[src/rtl/pin_cfg_sequencer_if.sv]
`default_nettype none
// ============================================================================
// Module   : pin_cfg_sequencer_if
// Brief    : Requester handshakes and pad-block configuration port of the
//            pin configuration sequencer, plus its status shadows.
// Revision : 1.0  initial release
// ============================================================================
interface pin_cfg_sequencer_if #(
    parameter int IO_PINS = 16
);
    logic               host_req;
    logic               host_addr;
    logic [IO_PINS-1:0] host_wdata;
    logic               host_ack;
    logic               core_req;
    logic [IO_PINS-1:0] core_wdata;
    logic               core_ack;
    logic               core_err;
    logic               cfg_we;
    logic               cfg_addr;
    logic [IO_PINS-1:0] cfg_wdata;
    logic               programming;
    logic [IO_PINS-1:0] cur_dir;
    logic               busy;

    // Requester / observer side
    modport master (
        output host_req, host_addr, host_wdata, core_req, core_wdata,
        input  host_ack, core_ack, core_err, cfg_we, cfg_addr, cfg_wdata,
               programming, cur_dir, busy
    );

    // Sequencer side
    modport slave (
        input  host_req, host_addr, host_wdata, core_req, core_wdata,
        output host_ack, core_ack, core_err, cfg_we, cfg_addr, cfg_wdata,
               programming, cur_dir, busy
    );
endinterface
`default_nettype wire

[src/rtl/pin_cfg_sequencer.sv]
`default_nettype none
// ============================================================================
// Module   : pin_cfg_sequencer
// Brief    : Arbitrates host/core configuration writes to the pad block,
//            shadows the programming flag and pin directions, and sequences
//            direction changes so outputs are released before new outputs
//            are enabled after a turnaround delay.
// Revision : 1.0  initial release
// ============================================================================
module pin_cfg_sequencer #(
    parameter int IO_PINS     = 16,
    parameter int TURN_CYCLES = 4
) (
    input  wire logic            wb_clk_i,
    input  wire logic            wb_rst_i,
    pin_cfg_sequencer_if.slave   bus
);
    localparam int             c_CNT_W = $clog2(TURN_CYCLES + 1);
    localparam logic [c_CNT_W-1:0] c_TURN = c_CNT_W'(TURN_CYCLES);
    localparam logic [c_CNT_W-1:0] c_ONE  = c_CNT_W'(1);

    typedef enum logic [2:0] {
        IDLE  = 3'd0,
        WRITE = 3'd1,
        REL   = 3'd2,
        WAIT  = 3'd3,
        APPLY = 3'd4
    } state_t;

    state_t             r_state,       w_state_nxt;
    logic [c_CNT_W-1:0] r_cnt,         w_cnt_nxt;
    logic               r_prefer_core, w_prefer_core_nxt;
    logic               r_gnt_core,    w_gnt_core_nxt;
    logic [IO_PINS-1:0] r_new_dir,     w_new_dir_nxt;
    logic               r_host_ack,    w_host_ack_nxt;
    logic               r_core_ack,    w_core_ack_nxt;
    logic               r_core_err,    w_core_err_nxt;
    logic               r_cfg_we,      w_cfg_we_nxt;
    logic               r_cfg_addr,    w_cfg_addr_nxt;
    logic [IO_PINS-1:0] r_cfg_wdata,   w_cfg_wdata_nxt;
    logic               r_programming, w_programming_nxt;
    logic [IO_PINS-1:0] r_cur_dir,     w_cur_dir_nxt;
    logic               r_busy,        w_busy_nxt;

    logic               w_host_win;
    logic               w_core_win;
    logic [IO_PINS-1:0] w_req_dir;
    logic [IO_PINS-1:0] w_new_bits;

    // State, shadows and all outputs are registered together
    always_ff @(posedge wb_clk_i) begin
        if (wb_rst_i) begin
            r_state       <= IDLE;
            r_cnt         <= '0;
            r_prefer_core <= 1'b0;
            r_gnt_core    <= 1'b0;
            r_new_dir     <= '0;
            r_host_ack    <= 1'b0;
            r_core_ack    <= 1'b0;
            r_core_err    <= 1'b0;
            r_cfg_we      <= 1'b0;
            r_cfg_addr    <= 1'b0;
            r_cfg_wdata   <= '0;
            r_programming <= 1'b0;
            r_cur_dir     <= '0;
            r_busy        <= 1'b0;
        end else begin
            r_state       <= w_state_nxt;
            r_cnt         <= w_cnt_nxt;
            r_prefer_core <= w_prefer_core_nxt;
            r_gnt_core    <= w_gnt_core_nxt;
            r_new_dir     <= w_new_dir_nxt;
            r_host_ack    <= w_host_ack_nxt;
            r_core_ack    <= w_core_ack_nxt;
            r_core_err    <= w_core_err_nxt;
            r_cfg_we      <= w_cfg_we_nxt;
            r_cfg_addr    <= w_cfg_addr_nxt;
            r_cfg_wdata   <= w_cfg_wdata_nxt;
            r_programming <= w_programming_nxt;
            r_cur_dir     <= w_cur_dir_nxt;
            r_busy        <= w_busy_nxt;
        end
    end

    // Arbitration, next state and next values of every registered output
    always_comb begin
        w_state_nxt       = r_state;
        w_cnt_nxt         = r_cnt;
        w_prefer_core_nxt = r_prefer_core;
        w_gnt_core_nxt    = r_gnt_core;
        w_new_dir_nxt     = r_new_dir;
        w_host_ack_nxt    = 1'b0;
        w_core_ack_nxt    = 1'b0;
        w_core_err_nxt    = 1'b0;
        w_cfg_we_nxt      = 1'b0;
        w_cfg_addr_nxt    = r_cfg_addr;
        w_cfg_wdata_nxt   = r_cfg_wdata;
        w_programming_nxt = r_programming;
        w_cur_dir_nxt     = r_cur_dir;

        // Host wins unless the core also requests and it is the core's turn
        w_host_win = bus.host_req & (~bus.core_req | ~r_prefer_core);
        w_core_win = bus.core_req & ~w_host_win;
        w_req_dir  = w_host_win ? bus.host_wdata : bus.core_wdata;
        w_new_bits = w_req_dir & ~r_cur_dir;

        case (r_state)
            IDLE: begin
                if (w_host_win || w_core_win) begin
                    w_gnt_core_nxt    = w_core_win;
                    w_new_dir_nxt     = w_req_dir;
                    w_prefer_core_nxt = w_host_win;
                    if (w_core_win && r_programming) begin
                        // Core writes are refused while programming
                        w_state_nxt    = WRITE;
                        w_core_ack_nxt = 1'b1;
                        w_core_err_nxt = 1'b1;
                    end else if (w_host_win && !bus.host_addr) begin
                        w_state_nxt       = WRITE;
                        w_cfg_we_nxt      = 1'b1;
                        w_cfg_addr_nxt    = 1'b0;
                        w_cfg_wdata_nxt   = bus.host_wdata;
                        w_programming_nxt = bus.host_wdata[0];
                        w_host_ack_nxt    = 1'b1;
                    end else if (w_new_bits == '0) begin
                        // Only releases or no change: safe in one write
                        w_state_nxt     = WRITE;
                        w_cfg_we_nxt    = 1'b1;
                        w_cfg_addr_nxt  = 1'b1;
                        w_cfg_wdata_nxt = w_req_dir;
                        w_cur_dir_nxt   = w_req_dir;
                        w_host_ack_nxt  = w_host_win;
                        w_core_ack_nxt  = w_core_win;
                    end else begin
                        // Release outputs that go away before enabling new ones
                        w_state_nxt     = REL;
                        w_cfg_we_nxt    = 1'b1;
                        w_cfg_addr_nxt  = 1'b1;
                        w_cfg_wdata_nxt = r_cur_dir & w_req_dir;
                        w_cur_dir_nxt   = r_cur_dir & w_req_dir;
                    end
                end
            end
            WRITE: begin
                w_state_nxt = IDLE;
            end
            REL: begin
                w_state_nxt = WAIT;
                w_cnt_nxt   = c_TURN;
            end
            WAIT: begin
                if (r_cnt == c_ONE) begin
                    w_state_nxt     = APPLY;
                    w_cfg_we_nxt    = 1'b1;
                    w_cfg_addr_nxt  = 1'b1;
                    w_cfg_wdata_nxt = r_new_dir;
                    w_cur_dir_nxt   = r_new_dir;
                    w_host_ack_nxt  = ~r_gnt_core;
                    w_core_ack_nxt  = r_gnt_core;
                end else begin
                    w_cnt_nxt = r_cnt - c_ONE;
                end
            end
            APPLY: begin
                w_state_nxt = IDLE;
            end
            default: begin
                w_state_nxt = IDLE;
            end
        endcase

        w_busy_nxt = (w_state_nxt != IDLE);
    end

    assign bus.host_ack    = r_host_ack;
    assign bus.core_ack    = r_core_ack;
    assign bus.core_err    = r_core_err;
    assign bus.cfg_we      = r_cfg_we;
    assign bus.cfg_addr    = r_cfg_addr;
    assign bus.cfg_wdata   = r_cfg_wdata;
    assign bus.programming = r_programming;
    assign bus.cur_dir     = r_cur_dir;
    assign bus.busy        = r_busy;
endmodule
`default_nettype wire

[src/flat_wrapper.sv]
// flat-port wrapper written by rule: the top's interface ports become plain ports
module pin_cfg_sequencer_flat 
#(
    parameter int IO_PINS     = 16,
    parameter int TURN_CYCLES = 4
)
  (wb_clk_i, wb_rst_i, bus_host_req, bus_host_addr, bus_host_wdata, bus_core_req, bus_core_wdata, bus_host_ack, bus_core_ack, bus_core_err, bus_cfg_we, bus_cfg_addr, bus_cfg_wdata, bus_programming, bus_cur_dir, bus_busy);
  pin_cfg_sequencer_if #(.IO_PINS(IO_PINS)) bus_i ();
  input  wire logic wb_clk_i;
  input  wire logic wb_rst_i;
  input wire logic [$bits(bus_i.host_req)-1:0] bus_host_req;
  input wire logic [$bits(bus_i.host_addr)-1:0] bus_host_addr;
  input wire logic [$bits(bus_i.host_wdata)-1:0] bus_host_wdata;
  input wire logic [$bits(bus_i.core_req)-1:0] bus_core_req;
  input wire logic [$bits(bus_i.core_wdata)-1:0] bus_core_wdata;
  output wire logic [$bits(bus_i.host_ack)-1:0] bus_host_ack;
  output wire logic [$bits(bus_i.core_ack)-1:0] bus_core_ack;
  output wire logic [$bits(bus_i.core_err)-1:0] bus_core_err;
  output wire logic [$bits(bus_i.cfg_we)-1:0] bus_cfg_we;
  output wire logic [$bits(bus_i.cfg_addr)-1:0] bus_cfg_addr;
  output wire logic [$bits(bus_i.cfg_wdata)-1:0] bus_cfg_wdata;
  output wire logic [$bits(bus_i.programming)-1:0] bus_programming;
  output wire logic [$bits(bus_i.cur_dir)-1:0] bus_cur_dir;
  output wire logic [$bits(bus_i.busy)-1:0] bus_busy;
  assign bus_i.host_req = bus_host_req;
  assign bus_i.host_addr = bus_host_addr;
  assign bus_i.host_wdata = bus_host_wdata;
  assign bus_i.core_req = bus_core_req;
  assign bus_i.core_wdata = bus_core_wdata;
  assign bus_host_ack = bus_i.host_ack;
  assign bus_core_ack = bus_i.core_ack;
  assign bus_core_err = bus_i.core_err;
  assign bus_cfg_we = bus_i.cfg_we;
  assign bus_cfg_addr = bus_i.cfg_addr;
  assign bus_cfg_wdata = bus_i.cfg_wdata;
  assign bus_programming = bus_i.programming;
  assign bus_cur_dir = bus_i.cur_dir;
  assign bus_busy = bus_i.busy;
  pin_cfg_sequencer #(.IO_PINS(IO_PINS), .TURN_CYCLES(TURN_CYCLES)) u_core (.wb_clk_i(wb_clk_i), .wb_rst_i(wb_rst_i), .bus(bus_i));
endmodule
[config.mk]
export PLATFORM = sky130hd
export DESIGN_NAME = pin_cfg_sequencer_flat
export DESIGN_NICKNAME = d
export VERILOG_FILES = /design/src/rtl/pin_cfg_sequencer_if.sv /design/src/rtl/pin_cfg_sequencer.sv /design/src/flat_wrapper.sv
export SDC_FILE = /design/constraint.sdc
export NUM_CORES = 1
export LEC_CHECK = 0
export CORE_MARGIN = 2
export CORE_UTILIZATION = 25
export DETAILED_ROUTE_END_ITERATION = 16
export GPL_TIMING_DRIVEN = 0
export PLACE_DENSITY_LB_ADDON = 0.05
export SYNTH_ARGS = -nofsm -noshare
export SYNTH_HDL_FRONTEND = slang
export SYNTH_SLANG_ARGS = --single-unit
[constraint.sdc]
create_clock -name wb_clk_i -period 3.7 [get_ports wb_clk_i]
set_clock_uncertainty 0.05 [all_clocks]
set_input_delay 0.74 -clock wb_clk_i [delete_from_list [all_inputs] [get_ports wb_clk_i]]
set_output_delay 0.74 -clock wb_clk_i [all_outputs]
set_load 0.02 [all_outputs]
Yosys cells after proc, flatten, opt, wreduce, memory -nomap -nowiden
Cells that the tools add are included.
Word-level totals
  word-level logic and storage cells: 92
  register bits: 63
  output and inout port bits: 39
Operators by class
  bitwise logic cells: 13
  muxes and demuxes: 41
  $add $sub $neg: 1
  reductions and logical operators: 15
  equality and inequality tests: 8
Operators by type and width (number)
  $mux 16: 9
  $pmux 16 s2: 2
  $and 16x16->16: 2
  $mux 1: 18
  $logic_not 16->1: 1
  $not 16->16: 1
  $mux 3: 5
  $pmux 3 s3: 1
  $pmux 1 s2: 4
  $reduce_and 4->1: 2
  $not 1->1: 7
  $eq 3x2->1 const B: 2
  $ne 2x2->1 const B: 3
  $pmux 3 s2: 1
  $reduce_and 5->1: 1
  $ne 2x1->1 const B: 2
  $reduce_and 2->1: 2
  $reduce_bool 2->1: 2
  $eq 3x1->1 const B: 1
  $logic_not 3->1: 1
  $reduce_bool 3->1: 1
  $reduce_or 3->1: 1
  $sub 3x1->3 const B: 1
  $and 1x1->1: 2
  5 further kinds: 6

Depth between registers and ports, before layout
Gate-level depths: netlist (run 1).
  depth after elaboration: 12
  depth in mapped cells: 9
  depth with buffers taken out: 7

Least setup slack after synthesis (run 1)
OpenSTA, ideal clock, no wires.
  path type: input port to flip-flop
  start: input bus_core_req
  end: register u_core.r_host_ack (netlist: u_core.bus.host_ack)
  path buffers: 4
  required time: 3.562 ns
  data arrival time: 2.774 ns
  cell stages on the path: 9
  path slack: 0.787 ns
  library setup time: 0.088 ns
  path through: buf_6 > a21boi_2 > buf_2 > mux2i_1 > o2111ai_1 > or4_1 > buf_6 > buf_6 > a311oi_2
Between the ends
  word-level cells in the longest chain between the ends: 11
RTL lines
  start, declared: line flat_wrapper.sv:14  | input wire logic [$bits(bus_i.core_req)-1:0] bus_core_req;
  $not 1->1: line pin_cfg_sequencer.sv:102  | w_host_win = bus.host_req & (~bus.core_req | ~r_prefer_core);
  $or 1x1->1: line pin_cfg_sequencer.sv:102
  $and 1x1->1: line pin_cfg_sequencer.sv:102
  $mux 16: line pin_cfg_sequencer.sv:104  | w_req_dir = w_host_win ? bus.host_wdata : bus.core_wdata;
  $and 16x16->16: line pin_cfg_sequencer.sv:105  | w_new_bits = w_req_dir & ~r_cur_dir;
  $logic_not 16->1: line pin_cfg_sequencer.sv:125  | end else if (w_new_bits == '0) begin
  $mux 1: line pin_cfg_sequencer.sv:125
  $mux 1: line pin_cfg_sequencer.sv:118  | end else if (w_host_win && !bus.host_addr) begin
  $mux 1: line pin_cfg_sequencer.sv:113  | if (w_core_win && r_programming) begin
  $mux 1 (*): line pin_cfg_sequencer.sv:109  | if (w_host_win || w_core_win) begin
  $pmux 1 s2 (*): line pin_cfg_sequencer.sv:107  | case (r_state)
  end signal, assigned: line pin_cfg_sequencer.sv:73  | r_host_ack <= w_host_ack_nxt;
  end, declared: line pin_cfg_sequencer.sv:35  | logic r_host_ack, w_host_ack_nxt;
Every way passes the cells marked *; elsewhere a longest branch is shown, timed or not.
A chain may end at the register's enable or synchronous reset.

Worst setup path after layout (run 1)
  start: input bus_host_req
  end: register u_core.r_cur_dir[11] (netlist: u_core.bus.cur_dir[11])
Between the ends
  word-level cells in the longest chain between the ends: 9
RTL lines
  start, declared: line flat_wrapper.sv:11  | input wire logic [$bits(bus_i.host_req)-1:0] bus_host_req;
  $and 1x1->1 (*): line pin_cfg_sequencer.sv:102
  $mux 16: line pin_cfg_sequencer.sv:104
  $and 16x16->16: line pin_cfg_sequencer.sv:105
  $logic_not 16->1: line pin_cfg_sequencer.sv:125
  $mux 16: line pin_cfg_sequencer.sv:125
  $mux 16: line pin_cfg_sequencer.sv:118
  $mux 16: line pin_cfg_sequencer.sv:113
  $mux 16: line pin_cfg_sequencer.sv:109
  $pmux 16 s2: line pin_cfg_sequencer.sv:107
  end signal, assigned: line pin_cfg_sequencer.sv:80  | r_cur_dir <= w_cur_dir_nxt;
  end, declared: line pin_cfg_sequencer.sv:42  | logic [IO_PINS-1:0] r_cur_dir, w_cur_dir_nxt;
Every way passes the cells marked *; elsewhere a longest branch is shown, timed or not. The select of a mux whose other input is x is not followed.

==> impl_metrics.py, run 1 <==
metrics = {
    "die": {
        "ios": 76,
        "dieWidth_um": 125,
        "start_util_pct": 25.3,
        "rows": 44,
        "dieArea_um2": 15600,
        "core_area_um2": 14400,
        "die_y_um": 125,
    },
    "worst_setup_path": {
        "max_stage_delay_ns": 0.58,
        "crit_end": "u_core.bus.cur_dir[11]",
        "crit_cells": 9,
        "r2r_end": "u_core.bus.cfg_wdata[10]",
        "cp-start-kind": "primary input",
        "ff2ff_setup_slack_ns": 0.54,
        "critPathSlowestCell": "clkdlybuf4s50_1",
        "crit_buf_inv": 4,
        "crit_type": "primary input to register",
        "r2r_cells": 7,
        "reg2reg_from": "u_core.r_state[0]",
        "crit_family": "buffers and inverters",
        "cp-startpoint": "bus_host_req",
        "critPathRequiredTime_ns": 3.90,
        "worstPathArrival_ns": 3.65,
        "cp_common_cell": "buf_6",
        "end_kind": "register",
        "crit_chain": "clkdlybuf4s50_1 -> a21boi_4 -> buf_4 -> mux2i_2 -> o2111ai_1 -> or4_1 -> buf_6 -> buf_6 -> a311oi_2",
        "cp_max_fo": 10,
    },
    "pwr": {
        "leakagePower_nw": 1.80,
        "ir_drop_uv": 221,
        "pwr_density_cell_nw_per_um2": 567,
    },
    "drt": {
        "dr.pass1.iters": 4,
        "num_vias": 3733,
        "drcViolationCount": 0,
        "drt-total-wl_um": 15100,
        "via_per_inst": 5.20,
        "wire_per_inst_um": 21.0,
        "first_iter_violations": 196,
        "antenna_left": 0,
    },
    "outcome": {
        "status": "finished clean",
    },
    "min_path": {
        "min_path_type": "register to register",
    },
    "global_routing": {
        "grt_util_all_layers_pct": 19.5,
        "grt_max_degree": 11,
        "overflow": 0,
        "antenna_found_initial": 0,
        "grt_pass1_vias": 3719,
        "grt_pass1_wl_um": 22900,
    },
    "sta": {
        "finalCritPeriodShare_pct": 93.3,
        "finalSetupViolCount": 0,
        "period_needed_ns": 3.45,
        "slew_headroom_pct": 39.0,
        "fmax_mhz": 290,
        "rsz0062_at_grt": "false",
        "worst_pin_slew_ns": 0.905,
        "hold_viol_final": 0,
        "holdWs_ns": 0.434,
        "slew_viol_final": 0,
    },
    "synth": {
        "synthCells": 443,
        "synth_edf_count": 0,
        "yosys_warnings": 0,
        "synth.area.top_cells": "dfxtp_1, mux2i_1, nor2_1",
        "ys_seq_area_share_pct": 34.5,
        "async_reset_ff_share_pct": 0,
        "yosys_register_bits": 63,
        "synth_nets": 482,
        "syn_area_per_cell_um2": 8.25,
        "synth.cell_area_um2": 3660,
        "ys.flop_type": "dfxtp_1",
        "netlist.area_leader.share_pct": 34.5,
        "synth_cell_type_count": 38,
        "yosysTopAreaCell": "dfxtp_1",
    },
    "clock_tree": {
        "cts_inserted_buffers": 9,
        "cts_sinks": 63,
        "path_clk_slew_ns": 0.06,
        "clk_latency_ns": 0.34,
        "holdBufCountCts": 0,
        "tritoncts": "done",
        "cts_buffer_depth": 2,
        "cts_max_level": 3,
        "root_buffer": "clkbuf_16",
    },
    "placement": {
        "place.gp.congestion": 0.834,
        "placed_area_um2": 4620,
        "io_buffers": 73,
        "post-dp-hpwl_um": 10200,
    },
    "cells_and_area": {
        "nFillCells": 1535,
        "diodes": 0,
        "drive_gt1_share_pct": 8.05,
        "num-nets-final": 568,
        "areaGrowthSynthToFinish_pct": 35.0,
        "design_area_um2": 4940,
    },
    "job": {
        "maxCapViolCount": 0,
    },
}
-- layer usage --
metal / up-vias / routed length (um) / part of all wire, % / track usage [%]
li1: 1802 / - / - / -
met1: 1785 / 7080 / 47 / 26.8
met2: 121 / 6730 / 45 / 29.3
met3: 25 / 809 / 5.4 / 3.68
met4: 0 / 455 / 3.0 / 9.41
met5: - / 0 / 0 / 0
-- Yosys cell counts (3+ instances only) --
master	instances
nor2_1	68
dfxtp_1	63
mux2i_1	42
a21oi_1	36
nand4_1	31
nor2b_1	25
clkbuf_1	23
inv_1	21
nand2_1	21
a211oi_1	18
o221ai_1	15
a311oi_2	10
o21ai_0	9
a311oi_1	7
nor3_1	6
buf_6	5
buf_2	4
o2111ai_1	4
a31oi_1	3
buf_1	3
nand2b_1	3
nand3_1	3
or3_1	3
-- layout by cell type, fill, tap and decap left out, types with 2 or more instances in the layout --
cell type / netlist / final
a221oi_2: 2 / 2
buf_2: 4 / 3
o2111ai_1: 4 / 4
dfxtp_1: 63 / 63
clkbuf_16: 0 / 9
nand4_1: 31 / 31
nand3_1: 3 / 3
clkinv_2: 0 / 3
buf_4: 1 / 4
mux2i_1: 42 / 41
a311oi_2: 10 / 10
nand2b_1: 3 / 3
a211oi_1: 18 / 18
mux2i_2: 2 / 3
clkbuf_1: 23 / 25
a21oi_1: 36 / 36
o21ai_0: 9 / 9
nand2_1: 21 / 21
ha_1: 2 / 2
buf_1: 3 / 3
or3_1: 3 / 3
a21o_1: 2 / 2
nor2b_1: 25 / 25
buf_6: 5 / 5
clkdlybuf4s50_1: 0 / 73
and3_1: 2 / 2
o221ai_1: 15 / 15
nor2_1: 68 / 68
inv_1: 21 / 21
nor3_1: 6 / 6
a311oi_1: 7 / 7
a31oi_1: 3 / 3
-- final cells by class --
type	instances	area, um2	share of cell area (%)
tap	184	230	4.66
multi-input combinational	323	2150	43.5
clock inverter	4	45.0	0.912
clock buffer	12	246	4.99
buffer	36	184	3.73
inverter	21	78.8	1.60
sequential	63	1260	25.5
timing repair buffer	75	746	15.1
-- worst reg2reg max path: cells and delay by family (launching register included) --
kind | cells | cell delay, ns
and+or+nand+nor | 3 | 1.64
buffers and inverters | 2 | 0.63
DFF | 1 | 0.38
AOI/OAI and AO/OA | 2 | 0.35
-- cells by family after synthesis --
| group | count (synthesis) | share of synthesized area [%] |
|---|---|---|
| DFF | 63 | 34.5 |
| buffers and inverters | 57 | 7.12 |
| and+or+nand+nor | 166 | 22.1 |
| muxes | 44 | 12.3 |
| adders and majority gates | 2 | 0.684 |
| AOI/OAI and AO/OA | 111 | 23.3 |
-- worst min path at each step --
stage / slack (ns) / cells past startpoint / end / from
floorplan: 0.41 / 2 / u_core.r_cnt[1] / u_core.r_cnt[1]
CTS: 0.44 / 2 / u_core.bus.cfg_wdata[14] / u_core.bus.cfg_wdata[14]
detailed placement: 0.43 / 2 / u_core.r_cnt[1] / u_core.r_cnt[1]
finish: 0.43 / 2 / u_core.r_cnt[1] / u_core.r_cnt[1]
global route: 0.46 / 2 / u_core.r_new_dir[4] / u_core.r_new_dir[4]
global placement: 0.43 / 2 / u_core.r_cnt[1] / u_core.r_cnt[1]
-- registers in the layout (all words and copies together) (netlist names), 3 cells and up --
register              flops
u_core.r_state            3
u_core.bus.cur_dir       16
u_core.r_cnt              3
u_core.bus.cfg_wdata     16
u_core.r_new_dir         16
-- power breakdown --
group,switching (mW),leakage [nW],internal (mW)
Combinational,0.638,1.14,0.408
Sequential,0.0810,0.516,0.800
Clock,0.334,0.146,0.537
Total,1.05,1.80,1.74
-- timing repair --
| item | in CTS | in global routing |
|---|---|---|
| setup endpoints to repair | 36 | 16 |
| pin swaps | 0 | 0 |
| gates resized for setup | 3 | 0 |
| buffers inserted | 0 | 2 |
-- stage by stage --
| stage | utilization, % | instances | setup TNS, ns | worst slack [ns] | total power [mW] |
|---|---|---|---|---|---|
| 6_report | 34.2 | 718 | 0 | 0.247 | 2.80 |
| 5_1_grt | 34.2 | 718 | 0 | 0.138 | 2.94 |
| 4_1_cts | 34.1 | 716 | 0 | 0.0872 | 2.80 |
| 3_5_place_dp | 32.0 | 700 | -19.78 | -0.635 | 1.93 |
| 3_3_place_gp | 32.0 | 700 | -20.04 | -0.645 | 1.92 |
| 2_1_floorplan | - | 443 | 0 | 0.787 | 1.53 |
Note: power is estimated with default switching activity, not from simulation.
==> run 2: changes to the inputs <==
Clock period 3.7 ns to 3.6 ns, I/O delays scaled along.
==> results of run 2 <==
The final DEF is identical to that of run 1. Status: finished clean.
Main changes from that run: setup slack after placement -0.635 ns -> -0.715 ns; setup slack after layout 0.247 ns -> 0.167 ns; register-to-register setup slack 0.54 ns -> 0.44 ns; total power 2.80 mW -> 2.88 mW; worst IR drop on VDD 221 uV -> 227 uV
==> run 3: changes to the inputs <==
Settings changed: SKIP_CTS_REPAIR_TIMING set to 1.
==> run 3 against run 2 <==
Effect of this change: combinational power hardly changed; critical endpoint unchanged; critical path type unchanged; die area unchanged; final cell count unchanged; worst hold slack barely moved; global-route usage hardly changed; largest power group unchanged.
==> impl_metrics.py, run 3 (same netlist as run 1, synthesis figures left out) <==
metrics = {
    "die": {
        "ios": 76,
        "core_area_um2": 14400,
        "dieWidth_um": 125,
        "rows": 44,
        "start_util_pct": 25.3,
        "die_y_um": 125,
        "dieArea_um2": 15600,
    },
    "min_path": {
        "whs_path_depth": 2,
        "hold_start": "u_core.r_cnt[1]",
        "min_path_type": "register to register",
    },
    "pwr": {
        "ir_drop_uv": 227,
        "leakagePower_nw": 1.80,
        "pwr_density_cell_nw_per_um2": 582,
    },
    "worst_setup_path": {
        "critPathRequiredTime_ns": 3.80,
        "r2r_cells": 7,
        "cp-start-kind": "primary input",
        "cp_common_cell": "buf_6",
        "crit_cells": 9,
        "crit_type": "primary input to register",
        "end_kind": "register",
        "cp_max_fo": 10,
        "max_stage_delay_ns": 0.57,
        "reg2reg_from": "u_core.r_state[0]",
        "crit_family": "buffers and inverters",
        "crit_buf_inv": 4,
        "crit_chain": "clkdlybuf4s50_1 -> a21boi_4 -> clkbuf_4 -> mux2i_2 -> o2111ai_1 -> or4_1 -> buf_6 -> buf_6 -> a311oi_2",
        "worstPathArrival_ns": 3.64,
        "cp-startpoint": "bus_host_req",
        "critPathSlowestCell": "clkdlybuf4s50_1",
    },
    "drt": {
        "wire_per_inst_um": 21.0,
        "first_iter_violations": 211,
        "drcViolationCount": 0,
        "dr.pass1.iters": 4,
        "drt-total-wl_um": 15100,
        "num_vias": 3736,
        "antenna_left": 0,
        "via_per_inst": 5.20,
    },
    "global_routing": {
        "grt_util_all_layers_pct": 19.5,
        "antenna_found_initial": 0,
        "grt_pass1_vias": 3728,
        "grt_max_degree": 11,
        "overflow": 0,
        "grt_pass1_wl_um": 22900,
    },
    "cells_and_area": {
        "mostFrequentLayoutCell": "clkdlybuf4s50_1",
        "diodes": 0,
        "final_cell_mix": "clkdlybuf4s50_1, nor2_1, dfxtp_1",
        "final_cells": 718,
        "areaGrowthSynthToFinish_pct": 35.0,
        "num-nets-final": 568,
        "final_util_pct": 34.2,
        "drive_gt1_share_pct": 8.05,
    },
    "sta": {
        "holdWs_ns": 0.434,
        "hold_viol_final": 0,
        "rsz0062_at_grt": "false",
        "period_needed_ns": 3.44,
        "fmax_mhz": 291,
        "worst_pin_slew_ns": 0.879,
        "setup_ws_ns": 0.160,
        "slew_viol_final": 0,
        "slew_headroom_pct": 40.8,
        "final.setup.tns_ns": 0,
        "finalSetupViolCount": 0,
        "finalCritPeriodShare_pct": 95.6,
    },
    "job": {
        "maxCapViolCount": 0,
    },
    "outcome": {
        "status": "finished clean",
    },
    "clock_tree": {
        "tritoncts": "done",
        "root_buffer": "clkbuf_16",
        "cts_inserted_buffers": 9,
        "clk_latency_ns": 0.34,
        "cts_max_level": 3,
        "cts_buffer_depth": 2,
        "cts_sinks": 63,
        "path_clk_slew_ns": 0.06,
    },
    "placement": {
        "place.gp.congestion": 0.834,
        "dp_worst_setup_slack_ns": -0.715,
        "post-dp-hpwl_um": 10200,
        "placed_cells": 700,
        "io_buffers": 73,
    },
}
[run 3: metrics by stage]
step	power, mW	area (um2)
floorplan	1.58	3660
global placement	1.98	4620
finish	2.87	4940
global route	3.03	4940
CTS	2.88	4910
detailed placement	1.98	4620
[run 3: layer usage]
| metal | part of all wire [%] | GRT usage [%] | wire, um |
|---|---|---|---|
| met4 | 3.2 | 9.61 | 487 |
| met2 | 45 | 29.2 | 6790 |
| met5 | 0 | 0 | 0 |
| met3 | 5.4 | 3.64 | 814 |
| met1 | 46 | 26.9 | 6960 |
[run 3: final cells by class]
type                            instances  area (um2)
Fill cell                            1535        9490
Multi-Input combinational cell        323        2150
Sequential cell                        63        1260
Timing Repair Buffer                   75         746
Clock buffer                           12         246
Tap cell                              184         230
Buffer                                 36         184
Inverter                               21        78.8
Clock inverter                          4        45.0
[run 3: tightest hold or removal path, delay by kind of cell (launching register included)]
family / cells / cell delay, ns
AO/OA/AOI/OAI: 1 / 0.06
flip-flops: 1 / 0.32
AND/OR/NAND/NOR: 1 / 0.07
[run 3: worst paths after layout]
| check | to | slack, ns |
|---|---|---|
| setup / recovery | u_core.bus.cur_dir[11] | 0.16 |
| setup reg to reg | u_core.bus.cfg_wdata[10] | 0.45 |
| hold / removal | u_core.r_cnt[1] | 0.43 |
| hold reg to reg | u_core.r_cnt[1] | 0.43 |
[run 3: power by group]
part           switching (mW)  total, mW  internal (mW)  leakage, nW
Sequential             0.0836      0.906          0.822        0.516
Clock                   0.343      0.895          0.552        0.146
Combinational           0.652       1.07          0.419         1.14
